[config.mk]
export PLATFORM = sky130hd
export DESIGN_NAME = operand_forward_unit
export DESIGN_NICKNAME = d
export VERILOG_FILES = /design/src/rtl/operand_forward_unit.sv
export SDC_FILE = /design/constraint.sdc
export NUM_CORES = 1
export LEC_CHECK = 0
export ABC_CLOCK_PERIOD_IN_PS = 5480
export BUFFER_PORTS_ARGS = -buffer_cell sky130_fd_sc_hd__clkbuf_2
export CORE_MARGIN = 10
export CORE_UTILIZATION = 45
export DETAILED_ROUTE_END_ITERATION = 7
export MAX_ROUTING_LAYER = met4
export PLACE_DENSITY = 0.77
export SLEW_MARGIN = 20
export SYNTH_ARGS = -nofsm -noshare
export SYNTH_HDL_FRONTEND = slang
export SYNTH_SLANG_ARGS = --single-unit
[constraint.sdc]
create_clock -name clk -period 5.48 [get_ports clk]
set_clock_uncertainty 0.15 [all_clocks]
set_input_delay 0.548 -clock clk [delete_from_list [all_inputs] [get_ports clk]]
set_output_delay 0.548 -clock clk [all_outputs]
set_load 0.02 [all_outputs]
[src/rtl/operand_forward_unit.sv]
// Operand forwarding from a short history of completed instructions.
// Pending loads are filled in place; readers of an unfilled load stall.
module operand_forward_unit #(
  parameter int XLEN   = 32,
  parameter int NPORTS = 2,
  parameter int DEPTH  = 2,
  parameter int CNT_W  = 16
) (
  input  logic                    clk,
  input  logic                    rst,
  input  logic                    flush,
  input  logic                    ex_valid,
  input  logic                    ex_we,
  input  logic                    ex_is_load,
  input  logic [4:0]              ex_rd,
  input  logic [XLEN-1:0]         ex_result,
  input  logic                    ld_rsp_valid,
  input  logic [XLEN-1:0]         ld_rsp_data,
  input  logic [NPORTS*5-1:0]     rs_addr,
  input  logic [NPORTS*XLEN-1:0]  rf_rdata,
  output logic [NPORTS*XLEN-1:0]  fwd_data,
  output logic [NPORTS-1:0]       fwd_hit,
  output logic                    stall,
  output logic [CNT_W-1:0]        stall_cnt,
  output logic                    ld_err
);

  logic [DEPTH-1:0] h_valid;
  logic [DEPTH-1:0] h_we;
  logic [DEPTH-1:0] h_ready;
  logic [4:0]       h_rd   [DEPTH];
  logic [XLEN-1:0]  h_data [DEPTH];

  logic [DEPTH-1:0] pend_vec;
  logic [DEPTH-1:0] f_ready;
  logic [XLEN-1:0]  f_data [DEPTH];
  logic [NPORTS-1:0] p_rdy;
  logic             pend_any;
  logic             port_wait;
  logic             load_wait;

  // History view with this cycle's load response already merged in
  always_comb begin
    pend_vec = h_valid & ~h_ready;
    pend_any = |pend_vec;
    f_ready  = h_ready;
    for (int i = 0; i < DEPTH; i++) begin
      f_data[i] = h_data[i];
      if (ld_rsp_valid && pend_vec[i]) begin
        f_ready[i] = 1'b1;
        f_data[i]  = ld_rsp_data;
      end
    end
  end

  // Oldest-to-youngest scan so the youngest match wins
  always_comb begin
    fwd_data  = rf_rdata;
    fwd_hit   = '0;
    p_rdy     = '1;
    port_wait = 1'b0;
    for (int p = 0; p < NPORTS; p++) begin
      for (int i = DEPTH - 1; i >= 0; i--) begin
        if (rs_addr[p*5 +: 5] != 5'd0 && h_valid[i] && h_we[i] &&
            h_rd[i] == rs_addr[p*5 +: 5]) begin
          fwd_hit[p]             = 1'b1;
          p_rdy[p]               = f_ready[i];
          fwd_data[p*XLEN +: XLEN] = f_data[i];
        end
      end
      port_wait = port_wait | (fwd_hit[p] & ~p_rdy[p]);
    end
  end

  always_comb begin
    load_wait = ex_valid & ex_is_load & pend_any & ~ld_rsp_valid;
    stall     = ~rst & ~flush & (port_wait | load_wait);
  end

  always_ff @(posedge clk) begin
    if (rst) begin
      h_valid   <= '0;
      stall_cnt <= '0;
      ld_err    <= 1'b0;
    end else begin
      if (ld_rsp_valid && !pend_any)
        ld_err <= 1'b1;
      if (stall && stall_cnt != {CNT_W{1'b1}})
        stall_cnt <= stall_cnt + 1'b1;
      if (flush) begin
        h_valid <= '0;
      end else if (!stall) begin
        h_valid[0] <= ex_valid;
        for (int i = 1; i < DEPTH; i++)
          h_valid[i] <= h_valid[i-1];
      end
    end
  end

  // Payload needs no reset: it is only observed through h_valid
  always_ff @(posedge clk) begin
    if (!rst && !flush) begin
      if (stall) begin
        h_ready <= f_ready;
        for (int i = 0; i < DEPTH; i++)
          h_data[i] <= f_data[i];
      end else begin
        h_we[0]    <= ex_we;
        h_rd[0]    <= ex_rd;
        h_ready[0] <= ~ex_is_load;
        h_data[0]  <= ex_result;
        for (int i = 1; i < DEPTH; i++) begin
          h_we[i]    <= h_we[i-1];
          h_rd[i]    <= h_rd[i-1];
          h_ready[i] <= f_ready[i-1];
          h_data[i]  <= f_data[i-1];
        end
      end
    end
  end

endmodule
After elaboration in Yosys (flattened, before gate mapping)
Memory sizes are Yosys's and may differ from the RTL's. Index checks and enable logic that the tools add are counted.

Add/sub/neg operators: 1. Eq/ne operators: 5. Multiplexer cells: 25. Bitwise operators: 20. Reductions and logical operators: 25.

Operators with widths (count): $mux 32 (8); $eq 5x5->1 (4); $logic_and 1x1->1 (17); $add 16x1->16 const B (1); $mux 1 (16); $ne 16x16->1 const B (1); $reduce_bool 5->1 (2); $and 1x1->1 (7); $not 1->1 (7); $or 1x1->1 (4); $reduce_or 2->1 (2); $logic_not 1->1 (3); $and 2x2->2 (1); $mux 2 (1); $not 2->2 (1); $reduce_and 2->1 (1).

Flip-flop bits (word level): 23. Memory bits (writable): 74. Bits of input ports: 150. Word-level logic and storage cells: 83. Memories kept: 2.

Memory list: h_data (words 2, bits a word 32, read ports 2, clocked after Yosys merged registers in 0, wr ports 2, RTL line 32) `logic [XLEN-1:0] h_data [DEPTH];`; h_rd (words 2, bits a word 5, read ports 2, clocked after Yosys merged registers in 0, wr ports 2, RTL line 31) `logic [4:0] h_rd [DEPTH];`.

Longest topological paths before layout
Depth after elaboration: 15. Gate-level depth with buffers: 10.

Least setup slack after synthesis
Ideal clock, no wire load.

Kind: input-to-reg. Start: in rst. End: mem h_rd[0][0], enable pin. Library setup time: 344 ps. Arrival: 5073 ps. Required time: 4986 ps. Setup slack: -87 ps. Cell stages on the path: 5. Buffers on the path: 2. Path through: nor2_1 -> o2111ai_1 -> buf_2 -> buf_2 -> inv_1.

RTL lines: from (decl) (RTL line 10) `input logic rst,`; to (decl) (RTL line 31).

==> results_dict.tcl <==
set metrics [dict create \
    status "finished, final reports clean" \
    period_share_pct 70.4 \
    slowest_stage "or4_4" \
    synth_top_family_by_area "multiplexers" \
    tritoncts "yes" \
    antenna_found_initial 0 \
    drv_slew 0 \
    cp_slowest_stage_delay_ns 0.75 \
    cp_max_fo 67 \
    setup.worst_path.start_class "flip-flop" \
    overflow 0 \
    ctsHoldBuffers 0 \
    reg2reg_depth 7 \
    internal_power_mw 1.25 \
    clock_latency_ns 0.34 \
    area_growth_pct 25.1 \
    ir_drop_uv 192 \
    p_leak_nw 3.87 \
    grt_pass1_vias 5699 \
    dp_hpwl_um 14300 \
    root_buffer "clkbuf_16" \
    die_w_um 138 \
    maxCapViolCount 0 \
    core_um2 13400 \
    cts_max_level 3 \
    finalWirelength_um 19400 \
    crit_chain "xor2_1, or4_1, or4_4, o22ai_1, a211oi_2, buf_4, inv_1, clkbuf_2" \
    worstPathArrival_ns 3.16 \
    synth_edf_count 78 \
    detail-route-antenna-nets 0 \
    min_period_ns 3.86 \
    die_h_um 138 \
    powerDensity_nw_per_um2 215 \
    syn_nets 828 \
    vias 5805 \
    grt_max_degree 68 \
    synthAdderAreaFrac_pct 0.200 \
    cp.required_ns 4.78 \
    hold_viol 0 \
    die_area_um2 19000 \
    pin_count 234 \
    initial_core_util_pct 46.6 \
    ctsResizeCount 0 \
    synth_mux_area_share_pct 21.5 \
    synth_xor_xnor_area_share_pct 2.81 \
    syn_avg_cell_area_um2 9.22 \
    relSlewSlack_pct 49.1 \
    worst_pin_slew_ns 0.762 \
    final_util_pct 58.3 \
    drtPass1Iterations 5 \
    gp_congestion 0.904 \
    fmax_mhz 259 \
    crit_type "flip-flop to primary output" \
    rows 42 \
    min_path_type "primary input to flip-flop" \
    ys.flop_type "edfxtp_1" \
    postSynthCellCount 677 \
    grt_pass1_wl_um 29100 \
    p_sw_uw 435 \
    end_kind "primary output" \
    comb_power_share_pct 16.4 \
    final_nets 1031 \
    clkTransAtPathRegs_ns 0.06 \
    via_per_inst 5.48 \
    cts.path.max_buffers 2 \
    synthSimpleGateAreaFrac_pct 14.7 \
    tns_ns 0 \
    drtIter0Drc 352 \
    ys_ff_latch 97 \
    async_flop_share_pct 0 \
    diodes 0 \
    min_path_cells 1 \
    setup_viol 0 \
    seqPwrFrac_pct 50.1 \
    yosysSeqAreaShare_pct 43.6 \
    drive_above_1_share_pct 29.8 \
    cts_buffers 9 \
    synthDistinctLibCells 35 \
    cts.sinks 97 \
    sw_frac_of_total_pct 25.8 \
    yosys_warnings 0 \
    synth_area_um2 6240 \
    port_buffers 233 \
    drc 0 \
    synth_compound_area_share_pct 13.7 \
    rsz0062_at_grt "no" \
    totalPowerFinal_mw 1.68 \
    track_usage_pct 19.8 \
    wl_per_cell_um 18.3 \
    cts_setup_buffers 0 \
    clkPwrFrac_pct 33.6 \
]
final timing paths:
path | from | end | slack (ns)
worst min-delay path | ex_rd[0] | h_rd[0][0] | 0.23
worst max register to register | h_rd[0][7] | h_data[0][38] | 1.74
worst min register to register | h_we[0] | h_we[1] | 0.32
worst max-delay path | h_rd[0][7] | stall | 1.62
synth_stat cells (all sizes together) (5+ instances only):
cell type    n  share of area (%)
mux2i      131                 21
clkbuf      31                1.9
xor2         8                1.1
and3         8               0.80
or3          6               0.60
inv          6               0.36
nor2        74                4.4
edfxtp      78                 38
nand2       77                4.6
buf         17                1.2
nand3        6               0.48
or4         11                1.4
o21ai       72                5.8
xnor2       12                1.7
nand4        6               0.60
nor3         9               0.72
nor2b        5               0.50
dfxtp       19                6.1
a21oi       80                6.4
o31ai        5               0.60
cell type report:
type,count,area (µm²)
multi-input combinational,526,3360
inverter,6,22.5
clock inverter,4,21.3
fill,1224,5590
timing repair buffer,240,1230
tap,176,220
clock buffer,11,233
sequential,97,2720
power groups by stage:
stage	clock network, mW	registers (mW)	logic, mW
detailed placement	0	0.859	0.275
CTS	0.578	0.843	0.276
global route	0.611	0.845	0.305
global placement	0	0.857	0.269
floorplan	0	0.857	0.157
finish	0.565	0.843	0.275
metal layers:
layer	GRT usage, %	vias to the layer above	routed length, µm
met5	-	-	0
met4	7.94	0	460
met3	2.88	34	1210
met2	32.1	209	9550
met1	24.3	2689	8160
li1	-	2873	-
critical path: cells and delay by family (launching register included):
kind / cells / cell delay, ns
compound gates: 2 / 0.35
xor+xnor: 1 / 0.19
buf+inv: 3 / 0.59
flops: 1 / 0.44
simple gates: 2 / 1.25
state kept, by name, summed over array words and instances (netlist names):
| name | flops |
|---|---|
| ld_err | 1 |
| stall_cnt | 16 |
| h_rd | 10 |
| h_data | 64 |
| h_valid | 2 |
| h_ready | 2 |
| h_we | 2 |
stage by stage:
step                setup slack (ns)  hold slack (ns)  std cells  instance area [µm²]
CTS                             1.61            0.214       1060                 7800
floorplan                       1.27            0.277        677                 6250
detailed placement              1.55            0.305       1045                 7550
global placement                1.61            0.302       1045                 7550
finish                          1.62            0.231       1060                 7810
global route                    1.48            0.223       1060                 7810
kinds of logic after synthesis:
family / after synthesis
fa+ha+maj: 1
compound gates: 164
xor+xnor: 20
buf+inv: 54
flops: 97
simple gates: 207
mux: 134
cells in the final DEF, fill, tap and decap left out, types with 5 or more instances in the layout:
master     count
a21oi_1       80
o31ai_1        5
o21ai_0       72
nand4_1        6
nor3_1         9
edfxtp_1      78
nor2b_1        5
inv_1          6
buf_4          6
and3_1         8
or4_1          8
nand2_1       75
xor2_1         8
nor2_1        73
mux2i_1      131
nand3_1        6
clkbuf_16      9
dfxtp_1       19
clkbuf_2     233
or3_1          6
xnor2_1       12
Note: power is estimated with default switching activity, not from simulation.
